**src/rtl/wb_arb_pkg.sv**
```systemverilog
// Shared types and constants for the writeback port arbiter.
// Used by wb_port_arbiter, wb_hold_buf and wb_port_arbiter_if.
package wb_arb_pkg;

  localparam int REG_ADDR_W   = 5;
  localparam int XLEN_DEFAULT = 32;
  localparam int CNT_W        = 4;

  typedef enum logic [1:0] {
    ST_IDLE  = 2'd0,
    ST_HOLD  = 2'd1,
    ST_FORCE = 2'd2
  } arb_state_e;

endpackage

```
**src/rtl/wb_port_arbiter_if.sv**
```systemverilog
// Writeback-side bus of the arbiter: pipeline request, MDU offer, RF write port.
// The slave modport is the arbiter's view; master is the surrounding core.
interface wb_port_arbiter_if #(
  parameter int XLEN = wb_arb_pkg::XLEN_DEFAULT
) ();

  logic                              pipe_wr_en;
  logic [wb_arb_pkg::REG_ADDR_W-1:0] pipe_wr_addr;
  logic [XLEN-1:0]                   pipe_wr_data;

  logic                              mdu_valid;
  logic [wb_arb_pkg::REG_ADDR_W-1:0] mdu_rd;
  logic [XLEN-1:0]                   mdu_data;
  logic                              mdu_ready;

  logic                              rf_we;
  logic [wb_arb_pkg::REG_ADDR_W-1:0] rf_waddr;
  logic [XLEN-1:0]                   rf_wdata;

  logic                              pipe_stall;

  modport slave (
    input  pipe_wr_en, pipe_wr_addr, pipe_wr_data,
    input  mdu_valid, mdu_rd, mdu_data,
    output mdu_ready,
    output rf_we, rf_waddr, rf_wdata,
    output pipe_stall
  );

  modport master (
    output pipe_wr_en, pipe_wr_addr, pipe_wr_data,
    output mdu_valid, mdu_rd, mdu_data,
    input  mdu_ready,
    input  rf_we, rf_waddr, rf_wdata,
    input  pipe_stall
  );

endinterface

```
**src/rtl/wb_hold_buf.sv**
```systemverilog
// Single-entry buffer for a deferred MDU result, with the write-after-write
// address compare the arbiter uses to squash a stale entry.
module wb_hold_buf
  import wb_arb_pkg::*;
#(
  parameter int XLEN = XLEN_DEFAULT
) (
  input  logic                  clk,
  input  logic                  rst_n,
  input  logic                  load,
  input  logic [REG_ADDR_W-1:0] load_rd,
  input  logic [XLEN-1:0]       load_data,
  input  logic                  clear,
  input  logic [REG_ADDR_W-1:0] cmp_addr,
  output logic [REG_ADDR_W-1:0] buf_rd,
  output logic [XLEN-1:0]       buf_data,
  output logic                  waw_hit
);

  logic                  valid_q;
  logic [REG_ADDR_W-1:0] rd_q;
  logic [XLEN-1:0]       data_q;

  // Load only happens from an empty buffer, so it never races a clear.
  always_ff @(posedge clk or negedge rst_n) begin
    if (!rst_n) begin
      valid_q <= 1'b0;
      rd_q    <= '0;
      data_q  <= '0;
    end else if (load) begin
      valid_q <= 1'b1;
      rd_q    <= load_rd;
      data_q  <= load_data;
    end else if (clear) begin
      valid_q <= 1'b0;
    end
  end

  assign buf_rd   = rd_q;
  assign buf_data = data_q;
  assign waw_hit  = valid_q && (cmp_addr == rd_q);

endmodule

```
**src/rtl/wb_port_arbiter.sv**
```systemverilog
// Arbitrates the register-file write port between the main pipeline and a
// buffered MDU result. Optional feature: WB_WAW_SQUASH_EN (younger write squashes buffer).
module wb_port_arbiter
  import wb_arb_pkg::*;
#(
  parameter int XLEN         = XLEN_DEFAULT,
  parameter int STARVE_LIMIT = 4
) (
  input  logic clk,
  input  logic rst_n,
  wb_port_arbiter_if.slave bus
);

  localparam logic [CNT_W-1:0] LIMIT_C = CNT_W'(STARVE_LIMIT);

  arb_state_e state_q, state_d;

  logic [CNT_W-1:0]      starve_cnt_q;
  logic                  pipe_eff;
  logic                  cnt_hit;
  logic                  squash;
  logic                  waw_hit;
  logic                  grant_pipe;
  logic                  grant_buf;
  logic                  buf_load;
  logic                  buf_clear;
  logic                  mdu_ready_c;
  logic                  pipe_stall_c;
  logic [REG_ADDR_W-1:0] buf_rd;
  logic [XLEN-1:0]       buf_data;

  logic                  rf_we_q;
  logic [REG_ADDR_W-1:0] rf_waddr_q;
  logic [XLEN-1:0]       rf_wdata_q;

  assign pipe_eff = bus.pipe_wr_en && (bus.pipe_wr_addr != '0);
  assign cnt_hit  = (starve_cnt_q + CNT_W'(1)) == LIMIT_C;

`ifdef WB_WAW_SQUASH_EN
  assign squash = (state_q == ST_HOLD) && pipe_eff && waw_hit;
`else
  logic unused_waw_hit;
  assign unused_waw_hit = waw_hit;
  assign squash         = 1'b0;
`endif

  always_ff @(posedge clk or negedge rst_n) begin
    if (!rst_n) begin
      state_q <= ST_IDLE;
    end else begin
      state_q <= state_d;
    end
  end

  // Squash beats the starvation check: a dropped entry has nothing left to drain.
  always_comb begin
    state_d = state_q;
    case (state_q)
      ST_IDLE: begin
        if (buf_load) state_d = ST_HOLD;
      end
      ST_HOLD: begin
        if (squash || !pipe_eff) state_d = ST_IDLE;
        else if (cnt_hit)        state_d = ST_FORCE;
      end
      ST_FORCE: state_d = ST_IDLE;
      default:  state_d = ST_IDLE;
    endcase
  end

  always_comb begin
    mdu_ready_c  = 1'b0;
    pipe_stall_c = 1'b0;
    grant_pipe   = 1'b0;
    grant_buf    = 1'b0;
    buf_load     = 1'b0;
    case (state_q)
      ST_IDLE: begin
        mdu_ready_c = 1'b1;
        grant_pipe  = pipe_eff;
        buf_load    = bus.mdu_valid && (bus.mdu_rd != '0);
      end
      ST_HOLD: begin
        grant_pipe = pipe_eff;
        grant_buf  = !pipe_eff;
      end
      ST_FORCE: begin
        pipe_stall_c = 1'b1;
        grant_buf    = 1'b1;
      end
      default: ;
    endcase
  end

  assign buf_clear = grant_buf || squash;

  always_ff @(posedge clk or negedge rst_n) begin
    if (!rst_n) begin
      starve_cnt_q <= '0;
    end else if (buf_clear) begin
      starve_cnt_q <= '0;
    end else if ((state_q == ST_HOLD) && grant_pipe) begin
      starve_cnt_q <= starve_cnt_q + CNT_W'(1);
    end
  end

  // Address and data keep their last value when nothing is granted.
  always_ff @(posedge clk or negedge rst_n) begin
    if (!rst_n) begin
      rf_we_q    <= 1'b0;
      rf_waddr_q <= '0;
      rf_wdata_q <= '0;
    end else begin
      rf_we_q <= grant_pipe || grant_buf;
      if (grant_pipe) begin
        rf_waddr_q <= bus.pipe_wr_addr;
        rf_wdata_q <= bus.pipe_wr_data;
      end else if (grant_buf) begin
        rf_waddr_q <= buf_rd;
        rf_wdata_q <= buf_data;
      end
    end
  end

  wb_hold_buf #(.XLEN(XLEN)) u_hold_buf (
    .clk       (clk),
    .rst_n     (rst_n),
    .load      (buf_load),
    .load_rd   (bus.mdu_rd),
    .load_data (bus.mdu_data),
    .clear     (buf_clear),
    .cmp_addr  (bus.pipe_wr_addr),
    .buf_rd    (buf_rd),
    .buf_data  (buf_data),
    .waw_hit   (waw_hit)
  );

  assign bus.mdu_ready  = mdu_ready_c;
  assign bus.pipe_stall = pipe_stall_c;
  assign bus.rf_we      = rf_we_q;
  assign bus.rf_waddr   = rf_waddr_q;
  assign bus.rf_wdata   = rf_wdata_q;

endmodule
```
**src/flat_wrapper.sv**
```systemverilog
// flat-port wrapper written by rule: the top's interface ports become plain ports
module wb_port_arbiter_flat import wb_arb_pkg::*;
#(
  parameter int XLEN         = XLEN_DEFAULT,
  parameter int STARVE_LIMIT = 4
)
  (clk, rst_n, bus_pipe_wr_en, bus_pipe_wr_addr, bus_pipe_wr_data, bus_mdu_valid, bus_mdu_rd, bus_mdu_data, bus_mdu_ready, bus_rf_we, bus_rf_waddr, bus_rf_wdata, bus_pipe_stall);
  wb_port_arbiter_if #(.XLEN(XLEN)) bus_i ();
  input  logic clk;
  input  logic rst_n;
  input wire logic [$bits(bus_i.pipe_wr_en)-1:0] bus_pipe_wr_en;
  input wire logic [$bits(bus_i.pipe_wr_addr)-1:0] bus_pipe_wr_addr;
  input wire logic [$bits(bus_i.pipe_wr_data)-1:0] bus_pipe_wr_data;
  input wire logic [$bits(bus_i.mdu_valid)-1:0] bus_mdu_valid;
  input wire logic [$bits(bus_i.mdu_rd)-1:0] bus_mdu_rd;
  input wire logic [$bits(bus_i.mdu_data)-1:0] bus_mdu_data;
  output wire logic [$bits(bus_i.mdu_ready)-1:0] bus_mdu_ready;
  output wire logic [$bits(bus_i.rf_we)-1:0] bus_rf_we;
  output wire logic [$bits(bus_i.rf_waddr)-1:0] bus_rf_waddr;
  output wire logic [$bits(bus_i.rf_wdata)-1:0] bus_rf_wdata;
  output wire logic [$bits(bus_i.pipe_stall)-1:0] bus_pipe_stall;
  assign bus_i.pipe_wr_en = bus_pipe_wr_en;
  assign bus_i.pipe_wr_addr = bus_pipe_wr_addr;
  assign bus_i.pipe_wr_data = bus_pipe_wr_data;
  assign bus_i.mdu_valid = bus_mdu_valid;
  assign bus_i.mdu_rd = bus_mdu_rd;
  assign bus_i.mdu_data = bus_mdu_data;
  assign bus_mdu_ready = bus_i.mdu_ready;
  assign bus_rf_we = bus_i.rf_we;
  assign bus_rf_waddr = bus_i.rf_waddr;
  assign bus_rf_wdata = bus_i.rf_wdata;
  assign bus_pipe_stall = bus_i.pipe_stall;
  wb_port_arbiter #(.XLEN(XLEN), .STARVE_LIMIT(STARVE_LIMIT)) u_core (.clk(clk), .rst_n(rst_n), .bus(bus_i));
endmodule
```
**config.mk**
```make
export PLATFORM = sky130hd
export DESIGN_NAME = wb_port_arbiter_flat
export DESIGN_NICKNAME = d
export VERILOG_FILES = /design/src/rtl/wb_arb_pkg.sv /design/src/rtl/wb_port_arbiter_if.sv /design/src/rtl/wb_hold_buf.sv /design/src/rtl/wb_port_arbiter.sv /design/src/flat_wrapper.sv
export SDC_FILE = /design/constraint.sdc
export NUM_CORES = 1
export LEC_CHECK = 0
export CAP_MARGIN = 20
export CORE_AREA = 2 2 97 99
export CTS_CLUSTER_SIZE = 30
export DETAILED_ROUTE_END_ITERATION = 16
export DIE_AREA = 0 0 99 101
export PLACE_DENSITY = 0.86
export SYNTH_ARGS = -nofsm -noshare
export SYNTH_HDL_FRONTEND = slang
export SYNTH_SLANG_ARGS = --single-unit
```
**constraint.sdc**
```tcl
create_clock -name clk -period 1.9 [get_ports clk]
set_input_delay 0.19 -clock clk [delete_from_list [all_inputs] [get_ports clk]]
set_output_delay 0.19 -clock clk [all_outputs]
set_load 0.01 [all_outputs]
```
Word-level counts from Yosys, hierarchy flattened
Index checks and enable logic that the tools add are counted.
{ "totals": {"ff_bits": 81, "input_bits": 78, "output_inout_bits": 40, "elab_cells": 40} }
{ "classes": {"addsub": 1, "n_eq_ne": 5, "muxes": 15, "n_reduce_logical": 12} }
{ "op_table": {"columns": ["cell", "count"], "rows": [
  ["2-to-1 mux 32 bit", 2],
  ["2-to-1 mux 5 bit", 2],
  ["nonzero test 5 bit", 2],
  ["2-to-1 mux 4 bit", 2],
  ["2-to-1 mux 2 bit", 3],
  ["adder 4 x 1 -> 4 bit, second input constant", 1],
  ["== test 4 x 3 -> 1 bit, second input constant", 1],
  ["2-to-1 mux 1 bit", 4],
  ["case mux 2 bit (2 select lines)", 1],
  ["nonzero test 2 bit", 2],
  ["logical AND 1 bit", 3],
  ["inequality test 3 bit, second input constant", 1],
  ["== test 2 x 1 -> 1 bit, second input constant", 1],
  ["== test 2 bit, second input constant", 1],
  ["logical NOT 2 bit", 1],
  ["inequality test 2 x 1 -> 1 bit, second input constant", 1],
  ["case mux 1 bit (2 select lines)", 1],
  ["AND reduction 2 bit", 1],
  ["OR reduction 2 bit", 1],
  ["logical NOT 1 bit", 1],
  ["logical OR 1 bit", 1]
]} }

Depth between registers and ports, before layout
Gate-level depths: netlist of run 1.
{ "depth": {"depth_word": 6, "depth_mapped": 8, "ltp_nobuf": 6} }

Hierarchy
A second synthesis of run 1 with hierarchy kept.
{ "unflattened": {"cells_unflattened": 308, "hier_area_um2": 3737.3} }
{ "by_module_without_submodules": {"columns": ["module", "instances", "cells_per_inst", "area_each_um2", "seq_area_each_um2"], "rows": [
  ["wb_port_arbiter", 1, 220, 2192.1, 1101.1],
  ["wb_hold_buf", 1, 88, 1545.2, 950.9]
]} }

Worst setup path after synthesis of run 1
Ideal clock, no wire load.
{ "synth_timing": {"path_kind": "register to register", "start": "register u_core.state_q[0]", "end": "register u_core.rf_wdata_q[16] (netlist: u_core.bus.rf_wdata[16])", "setup_time_ns": 0.125, "arrival_time_ns": 2.103, "required_time_ns": 1.775, "setup_slack_ns": -0.327, "path_stages_with_launch": 8, "n_path_buf": 1, "synth_period_minus_slack_ns": 2.227, "cell_sequence": "dfrtp_1 > inv_1 > ha_1 > o21a_1 > a21boi_4 > buf_4 > mux2_2 > mux2_2"} }
{ "synth_via": {"elab_chain_len": 4, "word_cells_on_any_way": 8, "cone_classes": "eq/ne: 2; mux: 3; reduce/logical: 3"} }
{ "synth_lines": {"columns": ["element", "line_no", "source"], "rows": [
  ["start, declared", "wb_port_arbiter.sv:16", "arb_state_e state_q, state_d;"],
  ["start signal, assigned", "wb_port_arbiter.sv:51", "state_q <= state_d;"],
  ["== test 2 x 1 -> 1 bit or logical NOT 2 bit (tied branches)", "wb_port_arbiter.sv:77", "case (state_q)"],
  ["OR reduction 2 bit (no line)", null, null],
  ["2-to-1 mux 1 bit", "wb_port_arbiter.sv:77", null],
  ["2-to-1 mux 32 bit or nonzero test 2 bit (tied branches)", null, null],
  ["end signal, assigned", "wb_port_arbiter.sv:117", "rf_wdata_q <= bus.pipe_wr_data;"],
  ["end signal, assigned", "wb_port_arbiter.sv:120", "rf_wdata_q <= buf_data;"],
  ["end, declared", "wb_port_arbiter.sv:34", "logic [XLEN-1:0] rf_wdata_q;"]
]} }
Parallel ways exist; a longest one is shown, timed or not.
A chain may end at the register's enable or synchronous reset.

Worst setup path in the final report of run 1
{ "layout_timing": {"start": "register u_core.state_q[1]", "end": "register u_core.rf_wdata_q[15] (netlist: u_core.bus.rf_wdata[15])"} }
Same word-level chain as after synthesis.

==> results.py, run 1 <==
metrics = {
    "cts": {
        "cts-root-buf": "clkbuf_8",
        "clkLatencyLatePin_ns": 0.34,
        "cts_buffers": 9,
        "cts-htree-levels": 3,
        "clk_pin_slew_ns": 0.08,
        "tritoncts": "built",
        "postCtsSetupRepairBufs": 0,
        "clock_sinks": 81,
        "cts_max_path_buffers": 2,
    },
    "yosys": {
        "ys_ff_latch": 81,
        "yosys_warnings": 0,
        "synth_top_area_share": 0.547,
        "syn_nets": 334,
        "synth-edff-count": 0,
        "ys.flop_type": "dfrtp_1",
        "yosysTopAreaCell": "dfrtp_1",
        "ys_top_cells_by_area": "dfrtp_1 55%, mux2_2 28%, mux2_1 1.8%",
        "syn-instance-count": 252,
        "synth_cell_types": 33,
        "syn_avg_cell_area_sq_um": 14.7,
        "yosysSeqAreaShare": 0.547,
        "synth_area_sq_um": 3710,
        "synth-async-reset-ratio": 1.00,
    },
    "status": {
        "violations": "setup timing",
        "status": "finished, violations left",
    },
    "placement": {
        "io_buffers": 117,
        "place_area_sq_um": 5140,
        "hpwl_mm": 6.11,
        "place.gp.congestion": 0.788,
    },
    "critical_path": {
        "cp-end-kind": "register",
        "reg2reg_from": "u_core.state_q[1]",
        "path_class": "reg2reg",
        "cp-start-kind": "register",
        "critPathRequiredTime_ns": 2.12,
        "worst_r2r_path_depth": 7,
        "ff2ff_setup_slack_ns": -0.06,
        "r2r_end": "u_core.bus.rf_wdata[15]",
        "path_max_fanout": 27,
        "startpoint": "u_core.state_q[1]",
        "endpoint": "u_core.bus.rf_wdata[15]",
        "arrival_ns": 2.18,
    },
    "detailed_routing": {
        "antenna_left": 0,
        "drc_errors": 0,
        "firstDrtPassIters": 4,
        "drt-total-wl_mm": 8.33,
        "drt_iter0_drc": 71,
        "viasPerCell": 5.06,
        "vias": 2552,
        "wl_per_cell_um": 16.5,
    },
    "global_route": {
        "grt_max_degree": 51,
        "grt_pass1_vias": 2785,
        "grt_usage": 0.170,
        "antenna_found_initial": 0,
        "overflow": 0,
        "grt_pass1_wl_mm": 13.3,
    },
    "timing": {
        "rsz0062_at_grt": "yes",
        "drv_slew": 0,
        "min_period_ns": 1.96,
        "skew_ns": 0.00891,
        "fmax_mhz": 511,
        "slew_headroom": 0.565,
        "tightest_slew_ns": 0.652,
        "setup_violations": 24,
        "final.setup.worst_slack_ns": -0.0583,
        "hold_viol": 0,
        "fin_crit_sh": 1.03,
    },
    "cells_and_area": {
        "utilization": 0.602,
        "design_area_sq_um": 5400,
        "syn_to_final_growth_pct": 45.7,
        "fillerInstances": 704,
        "layout-drive-gt1-share": 0.361,
        "diodes": 0,
        "final_common_cell": "clkdlybuf4s50_1",
        "final_nets": 470,
        "layout_common_cells": "114 x clkdlybuf4s50_1, 87 x mux2_2, 81 x dfrtp_1, 15 x buf_4, 9 x clkbuf_8",
        "seqCellArea_sq_um": 2030,
        "multi_input_area_sq_um": 1620,
    },
    "floorplan": {
        "io_pins": 118,
        "die_w_um": 99,
        "core.rowCount": 35,
        "die_y_um": 101,
        "start_util": 0.413,
        "dieArea_sq_um": 10000,
        "core_sq_um": 8980,
    },
    "power_and_ir_drop": {
        "ir_drop_mv": 0.908,
        "total_power_uw": 8840,
        "powerDensity_nw_per_um2": 1640,
        "p_leak_uw": 0.00225,
    },
    "worst_hold_path": {
        "holdCritPathClass": "in2async",
    },
    "flow_run": {
        "max_cap_viol_count": 0,
    },
}
[through the flow]
stage               TNS, ns  hold slack (ns)  setup WS [ns]  std cells
finish               -0.679            0.427        -0.0583        504
floorplan             -2.07           -0.106         -0.106        252
detailed placement   -10.10            0.259         -0.226        487
CTS                  -0.767            0.417        -0.0571        504
global placement      -8.56            0.251         -0.184        487
global route          -2.76            0.431         -0.137        504
[metal layers]
layer	GRT usage	vias to the layer above	routed length, um
met5	0	-	0
met4	0.0432	0	68
met3	0.0589	8	617
met2	0.288	93	4180
met1	0.207	1260	3460
li1	-	1191	-
[sequential cells by signal, summed over array words and instances, names as in the netlist]
name                        flops
u_core.bus.rf_waddr             5
u_core.bus.rf_wdata            32
u_core.bus.rf_we                1
u_core.starve_cnt_q             4
u_core.state_q                  2
u_core.u_hold_buf.buf_data     32
u_core.u_hold_buf.buf_rd        5
[cells by family (layout without fill, tap and decap cells)]
| kind of cell | after synthesis | after routing | share of synthesized area |
|---|---|---|---|
| adders and majority gates | 4 | 4 | 0.0135 |
| AOI/OAI and AO/OA | 31 | 31 | 0.0662 |
| and+or+nand+nor | 19 | 19 | 0.0317 |
| muxes | 102 | 102 | 0.308 |
| buffers and inverters | 15 | 156 | 0.0334 |
| DFF | 81 | 81 | 0.547 |
[power breakdown]
part / internal (uW) / switching, uW / total (uW) / leakage (uW)
Combinational: 2730 / 1590 / 4330 / 0.00118
Clock: 754 / 656 / 1410 / 0.000115
Sequential: 2620 / 481 / 3100 / 0.000955
Total: 6110 / 2730 / 8840 / 0.00225
[cells in the mapped netlist (all sizes together), types with 2 or more instances]
| library cell | n |
|---|---|
| mux2i | 5 |
| a21bo | 2 |
| ha | 4 |
| mux2 | 97 |
| inv | 3 |
| o21ai | 6 |
| a22o | 5 |
| a32o | 2 |
| clkbuf | 3 |
| nor2 | 7 |
| nand2 | 2 |
| o21a | 2 |
| nor2b | 3 |
| dfrtp | 81 |
| a21oi | 8 |
| buf | 9 |
[area by class of cell]
cell class,count,area share
Clock buffer,9,0.0229
Multi-Input combinational cell,156,0.300
Timing Repair Buffer,137,0.256
Sequential cell,81,0.375
Clock inverter,7,0.0185
Inverter,3,0.00208
Tap cell,111,0.0257
[how the worst min path moves through the flow]
stage	from	end	slack, ns	cells after the start
2_1_floorplan	rst_n	u_core.bus.rf_waddr[0]	-0.11	0
3_5_place_dp	rst_n	u_core.bus.rf_wdata[25]	0.26	1
6_report	rst_n	u_core.bus.rf_wdata[25]	0.43	2
3_3_place_gp	rst_n	u_core.u_hold_buf.buf_rd[1]	0.25	1
5_1_grt	bus_pipe_wr_data[27]	u_core.bus.rf_wdata[27]	0.43	3
4_1_cts	bus_pipe_wr_data[30]	u_core.bus.rf_wdata[30]	0.42	3
[worst max-delay path, stage by stage, from the launching register on]
cell and delay [ns]:
dfrtp_1 0.40, inv_2 0.12, ha_4 0.15, o21a_4 0.13, a21boi_4 0.18, buf_12 0.21, mux2_2 0.35, mux2_2 0.27
[what timing repair did]
action / 4_1_cts / 5_1_grt
endpoints found under the setup margin: 34 / 32
pin swaps: 0 / 1
hold buffers: 1 / 0
hold endpoints to repair: 49 / 0
gates resized for setup: 4 / 5
cloned: 0 / 0
No activity file was read; power rests on OpenSTA's default activity.
==> inputs of run 2 (changes only) <==
--- a/config.mk
+++ b/config.mk
@@ -5,12 +5,13 @@
 export SDC_FILE = /design/constraint.sdc
 export NUM_CORES = 1
 export LEC_CHECK = 0
-export CAP_MARGIN = 20
-export CORE_AREA = 2 2 97 99
+export CAP_MARGIN = 15
+export CORE_AREA = 2 2 125 78
 export CTS_CLUSTER_SIZE = 30
 export DETAILED_ROUTE_END_ITERATION = 16
-export DIE_AREA = 0 0 99 101
-export PLACE_DENSITY = 0.86
+export DIE_AREA = 0 0 127 80
+export PLACE_DENSITY = 0.85
 export SYNTH_ARGS = -nofsm -noshare
 export SYNTH_HDL_FRONTEND = slang
 export SYNTH_SLANG_ARGS = --single-unit
+export TNS_END_PERCENT = 20
==> run 2 against run 1 <==
  * The flow still finishes with violations (setup timing)
  * Worst hold slack got worse by 0.038 ns
  * Design area up 5.6%
  * Utilization up 3.3 points
  * Critical path type unchanged
  * Largest cell class unchanged
  * Highest routed layer unchanged
==> results.py, run 2 (synthesis results as in run 1) <==
metrics = {
    "placement": {
        "dpl_worst_slack_ns": -0.248,
        "place_area_sq_um": 5170,
        "io_buffers": 117,
        "place.gp.congestion": 0.823,
        "hpwl_mm": 6.47,
    },
    "global_route": {
        "grt_usage": 0.184,
        "overflow": 0,
        "grt_pass1_vias": 2750,
        "antenna_found_initial": 0,
        "grt_max_degree": 42,
        "grt_pass1_wl_mm": 14.2,
    },
    "timing": {
        "setup_violations": 27,
        "min_period_ns": 2.00,
        "setup_tns_ns": -1.91,
        "fin_hold_ws_ns": 0.389,
        "rsz0062_at_grt": "yes",
        "slew_headroom": 0.638,
        "skew_ns": 0.00564,
        "final.setup.worst_slack_ns": -0.0980,
        "tightest_slew_ns": 0.542,
        "drv_slew": 0,
        "fmax_mhz": 500,
        "hold_viol": 0,
        "fin_crit_sh": 1.05,
    },
    "power_and_ir_drop": {
        "switchingPower_uw": 2910,
        "p_int_uw": 6750,
        "total_power_uw": 9660,
        "p_seq_frac": 0.324,
        "p_leak_uw": 0.00244,
        "ir_drop_mv": 1.10,
        "power_frac_comb": 0.491,
        "sw_frac_of_total": 0.301,
        "powerDensity_nw_per_um2": 1690,
        "power_frac_clock": 0.185,
    },
    "floorplan": {
        "die_w_um": 127,
        "core_sq_um": 8990,
        "io_pins": 118,
        "dieArea_sq_um": 10200,
        "start_util": 0.412,
        "core.rowCount": 27,
        "die_y_um": 80,
    },
    "detailed_routing": {
        "viasPerCell": 5.09,
        "drc_errors": 0,
        "vias": 2645,
        "drt_iter0_drc": 80,
        "antenna_left": 0,
        "firstDrtPassIters": 5,
        "drt-total-wl_mm": 9.38,
        "wl_per_cell_um": 18.0,
    },
    "critical_path": {
        "path_cells": "inv_2, ha_4, o21a_4, a21boi_4, buf_12, clkbuf_16, mux2_2, mux2_2",
        "cp-start-kind": "register",
        "critPathRequiredTime_ns": 2.12,
        "path_max_fanout": 6,
        "cp_slowest_stage_delay_ns": 0.40,
        "path_class": "reg2reg",
        "cp_slowest_cell": "dfrtp_1",
        "arrival_ns": 2.22,
        "critical_path.top_delay_family": "multiplexers",
        "cp.depth": 8,
        "cp_num_buf_inv": 3,
        "path_common_cell": "mux2_2",
        "worst_r2r_path_depth": 8,
        "cp-end-kind": "register",
    },
    "status": {
        "status": "finished, violations left",
        "violations": "setup timing",
    },
    "cts": {
        "cts_max_path_buffers": 2,
        "clkLatencyLatePin_ns": 0.34,
        "clock_sinks": 81,
        "clk_pin_slew_ns": 0.06,
        "tritoncts": "built",
        "cts_buffers": 9,
        "cts-htree-levels": 3,
        "cts-root-buf": "clkbuf_16",
    },
    "cells_and_area": {
        "diodes": 0,
        "syn_to_final_growth_pct": 53.8,
        "fillerInstances": 645,
        "layout-drive-gt1-share": 0.379,
        "final_common_cell": "clkdlybuf4s50_1",
        "final_nets": 481,
        "layout_common_cells": "114 x clkdlybuf4s50_1, 81 x dfrtp_1, 70 x mux2_2, 22 x mux2_4, 21 x buf_4",
        "design_area_sq_um": 5700,
    },
    "worst_hold_path": {
        "holdCritPathClass": "in2async",
    },
    "flow_run": {
        "max_cap_viol_count": 0,
    },
}
## run 2: cell count changes in the layout (fill, tap and decap cells not counted), moves of 2 or more
cell	before	now
mux2_2	87	70
mux2_4	5	22
clkbuf_16	0	11
buf_4	15	21
clkbuf_8	9	3
buf_6	0	3
inv_6	3	0
clkinvlp_4	0	2
## run 2: power groups by stage
stage / Clock (uW) / Combinational (uW) / Sequential [uW]
global placement: 0 / 4140 / 3090
CTS: 1840 / 4330 / 3120
finish: 1790 / 4740 / 3130
floorplan: 0 / 2480 / 3200
global route: 1910 / 5070 / 3240
detailed placement: 0 / 4310 / 3130
## run 2: what timing repair did
| item | 4_1_cts | 5_1_grt |
|---|---|---|
| hold endpoints to repair | 40 | 0 |
| gates cloned | 0 | 3 |
| setup endpoints to repair | 32 | 33 |
| pin swaps | 0 | 2 |
| setup buffers | 0 | 3 |
| hold buffers | 1 | 0 |
| gates resized for setup | 3 | 26 |
## run 2: final cells by class
cell class,count,area (sq um),area share
inverters,3,11.3,0.00197
multi-input cells,156,1690,0.296
flip-flops and latches,81,2030,0.355
clock inverters,4,50.0,0.00878
repair buffers,148,1510,0.266
well taps,116,145,0.0255
clock buffers,12,267,0.0467
## run 2: path summary, 6_finish.rpt
check                                                    start                        endpoint  slack, ns
max in group asynchronous                                rst_n  u_core.u_hold_buf.buf_data[26]       0.88
worst max-delay path                         u_core.state_q[1]         u_core.bus.rf_wdata[12]       -0.1
worst max register to register               u_core.state_q[1]         u_core.bus.rf_wdata[12]       -0.1
worst min register to register  u_core.u_hold_buf.buf_data[31]  u_core.u_hold_buf.buf_data[31]       0.50
min in group clk                              bus_mdu_data[31]  u_core.u_hold_buf.buf_data[31]       0.45
worst min-delay path                                     rst_n          u_core.bus.rf_wdata[0]       0.39
## run 2: stage by stage
| stage | utilization | std cells |
|---|---|---|
| after floorplan | - | 252 |
| after global placement | 0.575 | 497 |
| after detailed placement | 0.575 | 497 |
| after CTS | 0.613 | 514 |
| after global routing | 0.635 | 520 |
| final | 0.635 | 520 |
## run 2: per-layer routing
metal | routed length, um | vias up | global-route usage
met5 | 0 | - | 0
met4 | 142 | 0 | 0.0615
met3 | 758 | 15 | 0.0731
met2 | 4210 | 114 | 0.294
met1 | 4260 | 1303 | 0.230
li1 | - | 1213 | -
## run 2: worst reg2reg max path: stages, from the launching register on
cell and delay (ns):
dfrtp_1 0.40, inv_2 0.12, ha_4 0.16, o21a_4 0.13, a21boi_4 0.19, buf_12 0.15, clkbuf_16 0.15, mux2_2 0.33
mux2_2 0.26
==> edit 1 (config.mk and constraints of run 1) <==
Add a define of `WB_WAW_SQUASH_EN`.
--- a/src/rtl/wb_port_arbiter.sv
+++ b/src/rtl/wb_port_arbiter.sv
@@ -1,5 +1,7 @@
 // Arbitrates the register-file write port between the main pipeline and a
 // buffered MDU result. Optional feature: WB_WAW_SQUASH_EN (younger write squashes buffer).
+`define WB_WAW_SQUASH_EN
+
 module wb_port_arbiter
   import wb_arb_pkg::*;
 #(
Function: changed (Yosys sat finds a counterexample within 4 cycles, from zero or initial values and one cycle with rst_n low).
==> edit 1 against run 1 <==
  * Critical path type unchanged
  * Non-clock buffer count down 1
  * Cell area increased by 1.5%
  * Largest cell class unchanged
  * Power is 5.4% lower
  * Sequential cell count rose by 1
  * Synthesized cell count increased by 24%
  * Largest power group unchanged
  * Highest routed layer unchanged
  * First-iteration DRC count fell by 31%
  * Setup slack better by 100 ps
  * Combinational power down 12%
  * Sequential power up 1%
  * Routed wire length up 6.6%
  * Area after synthesis grew 1.2%
==> edit 1: results (changes against run 1) <==
| Metric | Value |
|---|---|
| Status | `finished clean (was complete, but fails checks)` |
| Share of synthesized area occupied by flip-flops and latches | `54.7% (about the same)` |
| Count of fill cells added during filler insertion | `712 (was 704)` |
| Routed wl met2 | `4580 um (was 4180 um)` |
| Placer congestion estimate | `0.875 (was 0.788)` |
| Worst reg2reg path depth | `8 (was 7)` |
| Compound-cell area share of the yosys netlist | `9.81% (was 6.62%)` |
| First-pass GRT wire length | `14,100 um (was 13,300 um)` |
| Max stage delay on crit path | `380 ps (was 400 ps)` |
| Worst setup endpoint | `u_core.starve_cnt_q[2] (was u_core.bus.rf_wdata[15])` |
| Routed len/inst | `15.9 um (was 16.5 um)` |
| Max Fanout on Critical Path | `5 (was 27)` |
| Met3 wire len | `431 um (was 617 um)` |
| Post-synthesis share of cell area spent on full adders, half adders and majority gates | `1.33% (was 1.35%)` |
| Sum of routed wire segments on met1 | `3730 um (was 3460 um)` |
| Count of distinct cell types in the synthesized netlist | `40 (was 33)` |
| Vias per std cell | `5.09 (was 5.06)` |
| Layout cell share with drive strength beyond 1 | `15.8% (was 36.1%)` |
| Count of nets after finishing | `526 (was 470)` |
| Met1 capacity usage during global routing | `21.2% (was 20.7%)` |
| Top post-synthesis cells by area | `dfrtp_1 55%, mux2i_1 8.5%, o21ai_0 5.3% (was dfrtp_1 55%, mux2_2 28%, mux2_1 1.8%)` |
| Met3 track utilization from global routing | `3.40% (was 5.89%)` |
| Synth top cells by count | `82 x dfrtp_1, 46 x nand2_1, 40 x o21ai_0 (was 91 x mux2_2, 81 x dfrtp_1, 8 x a21oi_1)` |
| Iter 0 DRT Violations | `49 (was 71)` |
| Detailed placer's ending HPWL | `6450 um (was 6110 um)` |
| Worst path slowest cell | `o311ai_4 (was dfrtp_1)` |
| Worst Path Arrival | `2080 ps (was 2180 ps)` |
| Placed Area | `5140 um2 (about the same)` |
| Cell chosen for the clock root | `clkbuf_8 (unchanged)` |
| Count of cells resized by post-cts repair | `2 (was 4)` |
| Max rail drop VDD | `0.730 mV (was 0.908 mV)` |
| Top cell family by delay on the critical path | `compound AO/OA/AOI/OAI gates (was multiplexers)` |
| Crit path launch | `u_core.state_q[0] (was u_core.state_q[1])` |
| Worst setup slack after placement | `-249 ps (was -226 ps)` |
| Largest net degree at the start of global routing | `44 (was 51)` |
| Vias in the first global route | `3,008 (was 2,785)` |
| Post-Synth XOR/XNOR Area | `1.17% (was 0%)` |
| Post-synthesis mux area share | `20.7% (was 30.8%)` |
| Leakage power | `0.00237 uW (was 0.00225 uW)` |
| Post-route clock period utilization | `97.8% (was 103%)` |
| Clk_skew | `12.0 ps (was 8.91 ps)` |
| M2 GR Usage | `31.8% (was 28.8%)` |
## edit 1: cell count changes in the layout (fill, tap and decap cells not counted), moves of 6 or more
cell     change
a22oi_1      +6
mux2_2      -72
o21ai_0     +33
nand2_1     +45
mux2_1       +7
mux2i_1     +27
## edit 1: layout make-up
| cell class | instances | area [um2] | area share, % |
|---|---|---|---|
| clock buffer | 11 | 131 | 2.40 |
| clock inverter | 5 | 86.3 | 1.58 |
| inverter | 3 | 11.3 | 0.205 |
| multi-input combinational | 212 | 1620 | 29.5 |
| sequential | 82 | 2050 | 37.4 |
| tap | 111 | 139 | 2.53 |
| timing repair buffer | 136 | 1440 | 26.3 |
## edit 1: power by group
part	internal [uW]	switching (uW)	leakage (uW)
combinational	2190	1640	0.00128
sequential	2630	516	0.000976
clock	752	630	0.000108
## edit 1: metrics by stage
stage               cells  power (uW)  TNS (ps)
finish                560        8360         0
global route          560        8960      -107
CTS                   555        8220         0
detailed placement    538        6810    -12130
global placement      538        6600     -9670
floorplan             313        5130         0
==> edit 2 (flow settings as in run 1) <==
Made on the original files. The 3 states of `arb_state_e` get a one-hot encoding in 3 bits.
--- a/src/rtl/wb_arb_pkg.sv
+++ b/src/rtl/wb_arb_pkg.sv
@@ -6,10 +6,10 @@
   localparam int XLEN_DEFAULT = 32;
   localparam int CNT_W        = 4;
 
-  typedef enum logic [1:0] {
-    ST_IDLE  = 2'd0,
-    ST_HOLD  = 2'd1,
-    ST_FORCE = 2'd2
+  typedef enum logic [2:0] {
+    ST_IDLE  = 3'b001,
+    ST_HOLD  = 3'b010,
+    ST_FORCE = 3'b100
   } arb_state_e;
 
 endpackage
Check against the original RTL: no difference found for any inputs over 10 cycles, from zero or initial values and one cycle with rst_n low; not proved beyond that.
==> edit 2 against run 1 <==
  * Area after synthesis shrank 1.7%
  * Clock skew shrank 2.2 ps
  * Via count grew 13%
  * Largest cell class unchanged
  * Sequential cell count grew 1
  * Highest routed layer unchanged
  * Maximum frequency grew 7.7%
  * Clock power shrank 9%
  * Routed wire length grew 13%
  * Cell area shrank 2.4%
  * Setup slack gained 140 ps
  * Combinational power shrank 34%
  * Final cell count grew 9.5%
  * Sequential share of layout area grew 1.4 points
  * Utilization shrank 1.4 points
  * Power shrank 19%
==> edit 2: results (changes against run 1) <==
| Metric | Value |
|---|---|
| Number of cells after detailed placement | `533 (was 487)` |
| Flop2flop setup slack | `100 ps (was -60 ps)` |
| Clock network fraction of design power | `17.8% (was 16.0%)` |
| Synth top cells by count | `81 x dfrtp_1, 37 x mux2_2, 34 x inv_1 (was 91 x mux2_2, 81 x dfrtp_1, 8 x a21oi_1)` |
| Post-route core utilization | `58.7% (was 60.2%)` |
| Status | `finished clean (was complete, but fails checks)` |
| Power density relative to cell area | `1360 nW/um2 (was 1640 nW/um2)` |
| Worst flop-to-flop path startpoint | `u_core.state_q[0] (was u_core.state_q[1])` |
| Number of sequential cells in the layout | `82 (was 81)` |
| Detailed Route WL | `9440 um (was 8330 um)` |
| Vias | `2,893 (was 2,552)` |
| Compound-cell area share of the yosys netlist | `16.0% (was 6.62%)` |
| Iter 0 DRT Violations | `101 (was 71)` |
| Routed wl met2 | `4860 um (was 4180 um)` |
| Max stage delay on crit path | `540 ps (was 400 ps)` |
| Worst reg2reg path depth | `6 (was 7)` |
| Capture point of the worst reg-to-reg path | `u_core.bus.rf_waddr[3] (was u_core.bus.rf_wdata[15])` |
| Routed len/inst | `17.1 um (was 16.5 um)` |
| Layout cell share with drive strength beyond 1 | `20.6% (was 36.1%)` |
| Post CTS Setup Buffer Count | `1 (was 0)` |
| First-pass GRT wire length | `15,100 um (was 13,300 um)` |
| Placer congestion estimate | `0.790 (was 0.788)` |
| Sequential fraction of total cell area | `39.0% (was 37.5%)` |
| Worst setup slack after placement | `-267 ps (was -226 ps)` |
| Net switching power of the design | `2270 uW (was 2730 uW)` |
| Sum of routed wire segments on met1 | `3930 um (was 3460 um)` |
| Non-Clock Buffer Area Fraction | `27.2% (was 25.6%)` |
| Post-synthesis share of cell area spent on full adders, half adders and majority gates | `0.343% (was 1.35%)` |
| Non-CTS buffers | `142 (was 137)` |
| Placed Area | `5030 um2 (was 5140 um2)` |
| Vias in the first global route | `3,114 (was 2,785)` |
| Count of fill cells added during filler insertion | `718 (was 704)` |
edit 2: cell count changes after synthesis, sizes merged, moves of 4 or more:
| cell | delta |
|---|---|
| inv | +32 |
| nor3 | +6 |
| mux2i | -5 |
| a22o | -5 |
| a221o | +18 |
| a22oi | +5 |
| a21oi | +15 |
| nor2 | +20 |
| buf | +7 |
| nand2b | +4 |
| mux2 | -60 |
| o32ai | +14 |
edit 2: worst max path at each step:
stage / startpoint / endpoint / slack [ps]
after CTS: u_core.state_q[0] / u_core.bus.rf_waddr[3] / 5
after global placement: bus_mdu_rd[0] / u_core.u_hold_buf.buf_data[7] / -250
final: bus_mdu_rd[0] / u_core.u_hold_buf.buf_data[5] / 80
after detailed placement: bus_mdu_rd[0] / u_core.u_hold_buf.buf_data[3] / -270
after floorplan: u_core.state_q[0] / u_core.bus.rf_waddr[0] / 170
after global routing: bus_mdu_rd[0] / u_core.u_hold_buf.buf_data[4] / 10
